### src/rtl/mac9_accum_addertree_pkg.sv
// Shared constants and helpers for the 3x3 convolution MAC reduction back-end.
// Holds the datapath widths, the saturation limits, the overflow codes carried
// on out[13:12], and small helpers used by the adder tree and the final adder.
package mac9_accum_addertree_pkg;

  localparam int N_PROD = 9;   // products summed per result
  localparam int PROD_W = 16;  // width of one signed product
  localparam int SHIFT  = 6;   // pre_output scaling and LSBs dropped from the sum
  localparam int SUM_W  = 20;  // exact internal sum width
  localparam int OUT_W  = 14;  // width of the overflow-flagged result
  localparam int SAT_W  = 13;  // width of the saturated result and of pre_output

  localparam logic [SAT_W-1:0] SAT_MAX = 13'h0FFF;  // +4095
  localparam logic [SAT_W-1:0] SAT_MIN = 13'h1000;  // -4096

  localparam logic [1:0] OVF_POS = 2'b01;
  localparam logic [1:0] OVF_NEG = 2'b10;

  // Sign-extend a 16-bit operand (product or bias) to the internal sum width.
  function automatic logic [SUM_W-1:0] sext16(input logic [PROD_W-1:0] v);
    return {{(SUM_W-PROD_W){v[PROD_W-1]}}, v};
  endfunction

  // Carry out of the dropped low bits of the final addition. Only this carry
  // reaches the kept bits, so the low sum bits are never formed.
  function automatic logic low_carry(input logic [SHIFT-1:0] a, input logic [SHIFT-1:0] b);
    logic c;
    c = 1'b0;
    for (int i = 0; i < SHIFT; i++) begin
      c = (a[i] & b[i]) | (c & (a[i] ^ b[i]));
    end
    return c;
  endfunction

endpackage

### src/rtl/mac9_accum_addertree_csa_3to2.sv
// One row of full adders compressing three operands into a sum and a carry
// vector with a + b + c == sum_o + carry_o (modulo 2^W).
// Ports:
//   a_i, b_i, c_i : three W-bit operands
//   sum_o         : bitwise XOR of the operands
//   carry_o       : bitwise majority, shifted up by one position
module csa_3to2 #(
  parameter int W = 20
) (
  input  logic [W-1:0] a_i,
  input  logic [W-1:0] b_i,
  input  logic [W-1:0] c_i,
  output logic [W-1:0] sum_o,
  output logic [W-1:0] carry_o
);

  assign sum_o = a_i ^ b_i ^ c_i;

  // The majority of the top bit would land outside the word, so it is never
  // formed; the enclosing sum is guaranteed not to wrap.
  assign carry_o[0]     = 1'b0;
  assign carry_o[W-1:1] = (a_i[W-2:0] & b_i[W-2:0]) |
                          (a_i[W-2:0] & c_i[W-2:0]) |
                          (b_i[W-2:0] & c_i[W-2:0]);

endmodule

### src/rtl/mac9_accum_addertree.sv
// Reduction back-end of a 3x3 convolution MAC lane.
// Sums nine signed products, a signed bias and the previous partial output
// scaled by 64 through a carry-save tree and one carry-propagate adder, drops
// the six LSBs (floor divide by 64) and registers both the overflow-flagged
// result and its saturated form.
// Ports:
//   clk        : system clock, rising edge
//   reset      : asynchronous active-low reset
//   in_valid   : qualifies products/bias/pre_output this cycle
//   products   : nine signed 16-bit products, product k in [16k+15:16k]
//   bias       : signed 16-bit bias
//   pre_output : signed 13-bit previous partial output
//   out_valid  : out/out_sat hold a new result
//   out        : sum[19:6]; out[13:12] = 01 pos overflow, 10 neg overflow
//   out_sat    : result saturated to [-4096, 4095]
module mac9_accum_addertree
  import mac9_accum_addertree_pkg::*;
(
  input  logic                     clk,
  input  logic                     reset,
  input  logic                     in_valid,
  input  logic [N_PROD*PROD_W-1:0] products,
  input  logic [PROD_W-1:0]        bias,
  input  logic [SAT_W-1:0]         pre_output,
  output logic                     out_valid,
  output logic [OUT_W-1:0]         out,
  output logic [SAT_W-1:0]         out_sat
);

  logic [SUM_W-1:0] prodExt [N_PROD];
  logic [SUM_W-1:0] biasExt;
  logic [SUM_W-1:0] preExt;

  for (genvar k = 0; k < N_PROD; k++) begin : g_ext
    assign prodExt[k] = sext16(products[k*PROD_W +: PROD_W]);
  end

  assign biasExt = sext16(bias);
  assign preExt  = {pre_output[SAT_W-1], pre_output, {SHIFT{1'b0}}};

  // Stage 1: the nine products, three at a time, into six vectors.
  logic [SUM_W-1:0] s1Sum [3];
  logic [SUM_W-1:0] s1Car [3];

  for (genvar g = 0; g < 3; g++) begin : g_stage1
    csa_3to2 #(.W(SUM_W)) u_csa (
      .a_i    (prodExt[3*g]),
      .b_i    (prodExt[3*g+1]),
      .c_i    (prodExt[3*g+2]),
      .sum_o  (s1Sum[g]),
      .carry_o(s1Car[g])
    );
  end

  // Stage 2: six product vectors into four.
  logic [SUM_W-1:0] s2Sum [2];
  logic [SUM_W-1:0] s2Car [2];

  csa_3to2 #(.W(SUM_W)) u_s2a (
    .a_i(s1Sum[0]), .b_i(s1Car[0]), .c_i(s1Sum[1]),
    .sum_o(s2Sum[0]), .carry_o(s2Car[0])
  );

  csa_3to2 #(.W(SUM_W)) u_s2b (
    .a_i(s1Car[1]), .b_i(s1Sum[2]), .c_i(s1Car[2]),
    .sum_o(s2Sum[1]), .carry_o(s2Car[1])
  );

  // Remaining layers fold in bias and the scaled feedback and bring the
  // six-vector set (four + bias + pre) down to two.
  logic [SUM_W-1:0] s3Sum [2];
  logic [SUM_W-1:0] s3Car [2];
  logic [SUM_W-1:0] s4Sum, s4Car;
  logic [SUM_W-1:0] finSum, finCar;

  csa_3to2 #(.W(SUM_W)) u_s3a (
    .a_i(s2Sum[0]), .b_i(s2Car[0]), .c_i(s2Sum[1]),
    .sum_o(s3Sum[0]), .carry_o(s3Car[0])
  );

  csa_3to2 #(.W(SUM_W)) u_s3b (
    .a_i(s2Car[1]), .b_i(biasExt), .c_i(preExt),
    .sum_o(s3Sum[1]), .carry_o(s3Car[1])
  );

  csa_3to2 #(.W(SUM_W)) u_s4 (
    .a_i(s3Sum[0]), .b_i(s3Car[0]), .c_i(s3Sum[1]),
    .sum_o(s4Sum), .carry_o(s4Car)
  );

  csa_3to2 #(.W(SUM_W)) u_s5 (
    .a_i(s4Sum), .b_i(s4Car), .c_i(s3Car[1]),
    .sum_o(finSum), .carry_o(finCar)
  );

  // Final carry-propagate add over the kept bits only; the dropped LSBs
  // contribute just their carry-out, which gives floor(sum / 64).
  logic             loCarry;
  logic [OUT_W-1:0] out_d;
  logic [SAT_W-1:0] out_sat_d;

  assign loCarry = low_carry(finSum[SHIFT-1:0], finCar[SHIFT-1:0]);
  assign out_d   = finSum[SUM_W-1:SHIFT] + finCar[SUM_W-1:SHIFT] + {{(OUT_W-1){1'b0}}, loCarry};

  // Saturation keyed off the two top bits of the truncated result.
  always_comb begin
    out_sat_d = out_d[SAT_W-1:0];
    case (out_d[OUT_W-1:OUT_W-2])
      OVF_POS: out_sat_d = SAT_MAX;
      OVF_NEG: out_sat_d = SAT_MIN;
      default: out_sat_d = out_d[SAT_W-1:0];
    endcase
  end

  // Output register: results load only on valid cycles and otherwise hold.
  logic             out_valid_q;
  logic [OUT_W-1:0] out_q;
  logic [SAT_W-1:0] out_sat_q;

  always_ff @(posedge clk or negedge reset) begin
    if (!reset) begin
      out_valid_q <= 1'b0;
      out_q       <= '0;
      out_sat_q   <= '0;
    end else begin
      out_valid_q <= in_valid;
      if (in_valid) begin
        out_q     <= out_d;
        out_sat_q <= out_sat_d;
      end
    end
  end

  assign out_valid = out_valid_q;
  assign out       = out_q;
  assign out_sat   = out_sat_q;

endmodule

### config.mk
export PLATFORM = sky130hd
export DESIGN_NAME = mac9_accum_addertree
export DESIGN_NICKNAME = d
export VERILOG_FILES = /design/src/rtl/mac9_accum_addertree_pkg.sv /design/src/rtl/mac9_accum_addertree_csa_3to2.sv /design/src/rtl/mac9_accum_addertree.sv
export SDC_FILE = /design/constraint.sdc
export NUM_CORES = 1
export LEC_CHECK = 0
export BUFFER_PORTS_ARGS = -buffer_cell sky130_fd_sc_hd__clkbuf_2
export CAP_MARGIN = 20
export CORE_MARGIN = 4
export CORE_UTILIZATION = 50
export DETAILED_ROUTE_END_ITERATION = 6
export GPL_TIMING_DRIVEN = 0
export PLACE_DENSITY = 0.77
export SLEW_MARGIN = 20
export SYNTH_ARGS = -nofsm -noshare
export SYNTH_HDL_FRONTEND = slang
export SYNTH_SLANG_ARGS = --single-unit
### constraint.sdc
create_clock -name clk -period 2.22 [get_ports clk]
set_input_delay 0.333 -clock clk [delete_from_list [all_inputs] [get_ports clk]]
set_output_delay 0.333 -clock clk [all_outputs]
set_load 0.02 [all_outputs]
==> results.py <==
metrics = {
    "min_path": {
        "min_path_type": "in2async",
    },
    "die": {
        "ios": 204,
        "chipHeight_um": 116,
        "core_um2": 11400,
        "rows": 39,
        "fp.dieArea_um2": 13400,
        "die_w_um": 116,
        "floorplan.initialDensity_pct": 50.9,
    },
    "grt": {
        "grt_pass1_vias": 5225,
        "grt_usage_pct": 20.2,
        "grt_antenna_before_repair": 0,
        "grt_max_degree": 29,
        "grt_pass1_wl_mm": 22.0,
        "grt_overflow": 0,
    },
    "worst_setup_path": {
        "crit_fanout": 7,
        "regToRegSetupSlack_ns": 1.42,
        "startpoint": "products[19]",
        "crit_slowest_cell": "fa_1",
        "max_stage_delay_ns": 0.54,
        "worstSetupStartpointType": "primary input",
        "crit_path_end_kind": "flop",
        "worstSetupPathType": "in2reg",
        "cp_data_required_time_ns": 2.40,
        "crit_buf_inv": 6,
        "reg2reg_from": "out_sat[8]",
        "cp_common_cell": "fa_1",
        "cp_top_family": "adder cells",
        "critPathArrivalTime_ns": 6.26,
    },
    "routing": {
        "wl_per_cell_um": 14.0,
        "drt-initial-drc-count": 106,
        "drt_wl_total_mm": 13.3,
        "wl_met1_mm": 4.66,
        "wl_met2_mm": 7.72,
        "postRouteAntennaNets": 0,
        "dr.pass1.iters": 4,
        "drc": 0,
        "vias_per_cell": 4.80,
        "dr_wl_met3_um": 706,
        "topRoutingLayerUsed": "met4",
        "via_count": 4559,
    },
    "placed_design": {
        "placed_cell_area_um2": 7060,
        "gp_congestion": 0.835,
        "dp_hpwl_mm": 11.9,
        "pre_cts_ws_ns": -4.28,
        "dp_cells": 933,
        "io_buffers": 203,
    },
    "clocking": {
        "hold_buffers": 0,
        "cts_root_buf": "clkbuf_16",
        "cts.sinks": 28,
        "tritoncts": "done",
        "clk_latency_ns": 0.26,
        "numCtsBuffers": 3,
        "path_clk_slew_ns": 0.07,
        "cts_buffer_depth": 2,
        "htreeDepth": 1,
    },
    "sta": {
        "rsz0062_at_grt": "yes",
        "setup_viol": 27,
        "tightest_slew_ns": 0.724,
        "fmax_mhz": 165,
        "setup_ws_ns": -3.86,
        "skew_ns": 0,
        "slew_violations": 0,
        "fin_crit_sh_pct": 274,
        "period_minus_slack_ns": 6.08,
        "maxSlewHeadroom_pct": 51.8,
        "hold_violations": 0,
    },
    "final_layout": {
        "layout.cells.most_common": "inv_1",
        "multi_input_comb_area_um2": 4450,
        "fin_nets": 1153,
        "drive_above_1_share_pct": 34.6,
        "fill_cells": 946,
        "area_growth_pct": 29.5,
        "mostFrequentLayoutCells": "inv_1, clkbuf_2, fa_1",
        "fin_cells": 949,
        "diodes": 0,
        "regArea_um2": 701,
        "final_area_um2": 7490,
    },
    "status": {
        "violations": "setup timing",
        "status": "finished, violations left",
    },
    "yosys": {
        "yosys_most_used_dff": "dfrtp_1",
        "ys_seq_elements": 28,
        "ys_seq_area_share_pct": 12.1,
        "yosys_warnings": 0,
        "synth_cell_types": 43,
        "synth_enable_flop_cells": 0,
        "synth_nets": 933,
        "ys_async_sr_fraction_pct": 100,
        "synth_area_um2": 5780,
        "synth_area_per_cell_um2": 9.85,
        "synthCells": 587,
    },
    "flow_run": {
        "drv_cap": 0,
    },
}
## cells by family (layout without fill, tap and decap cells)
family / Yosys count / after routing / synth area share [%]
mux: 6 / 6 / 1.17
xor+xnor: 9 / 9 / 1.36
compound gates: 76 / 76 / 8.78
flops: 28 / 28 / 12.1
fa+ha+maj: 170 / 170 / 55.7
simple gates: 62 / 62 / 5.28
buf+inv: 236 / 455 / 15.6
## synthesized netlist by cell type (2+ instances only)
cell / count / area (µm²)
inv_1: 227 / 852
fa_1: 146 / 2920
dfrtp_1: 28 / 701
ha_1: 24 / 300
a21oi_1: 22 / 110
nand2_1: 17 / 63.8
nor2_1: 15 / 56.3
o21ai_0: 11 / 55.1
a21o_1: 8 / 60.1
nand3_1: 7 / 35.0
xnor2_1: 7 / 61.3
clkbuf_1: 6 / 22.5
mux2_2: 6 / 67.6
o21a_1: 6 / 45.0
o31ai_1: 5 / 37.5
or3_1: 5 / 31.3
nor3_1: 4 / 20.0
o211ai_1: 4 / 30.0
a31oi_1: 3 / 18.8
nand4_1: 3 / 18.8
o2111ai_1: 3 / 26.3
a211oi_1: 2 / 15.0
a21boi_0: 2 / 15.0
a21oi_2: 2 / 17.5
nand2b_1: 2 / 12.5
nand3b_1: 2 / 15.0
nor2b_1: 2 / 12.5
o311ai_1: 2 / 17.5
xor2_1: 2 / 17.5
## registers in the layout, summed over array words and instances (netlist names)
register   cells
out_sat       13
out           14
out_valid      1
## per-layer routing
metal / up-vias / global-route usage (%)
li1: 2145 / -
met1: 2266 / 22.8
met2: 132 / 41.6
met3: 16 / 1.93
met4: 0 / 2.58
met5: - / 0
## worst reg2reg max path, stage by stage (launching register included)
cell,delay (ns)
dfrtp_1,0.38
inv_1,0.06
o21ai_2,0.05
a31o_2,0.20
## through the flow
stage	utilization (%)	hold WS [ns]	setup TNS (ns)
2_1_floorplan	-	0.0374	-85.83
3_3_place_gp	62.1	0.403	-96.46
3_5_place_dp	62.1	0.416	-97.00
4_1_cts	64.1	0.133	-90.76
5_1_grt	65.9	0.182	-95.93
6_report	65.9	0.115	-90.00
## final cells by class
type	count	share of cell area [%]
multi-input combinational	323	59.4
timing repair buffer	215	15.2
inverter	227	11.4
sequential	28	9.35
tap	143	2.39
clock buffer	4	1.19
buffer	9	1.09
## worst paths after layout
check	depth (start not counted)	end
max	26	out_sat[10]
max in group asynchronous	1	out_sat[9]
min	1	out[4]
min reg2reg	1	out_sat[6]
min in group clk	1	out_valid
max reg2reg	3	out_sat[8]
## repair_timing
action / CTS / global route
setup endpoints to repair: 27 / 27
pin swaps: 19 / 17
buffers inserted: 6 / 6
gates resized for setup: 20 / 31
Power is left out: the tool's default activity adds up to more than one toggle a clock period on the data nets, which glitch-free logic cannot reach.
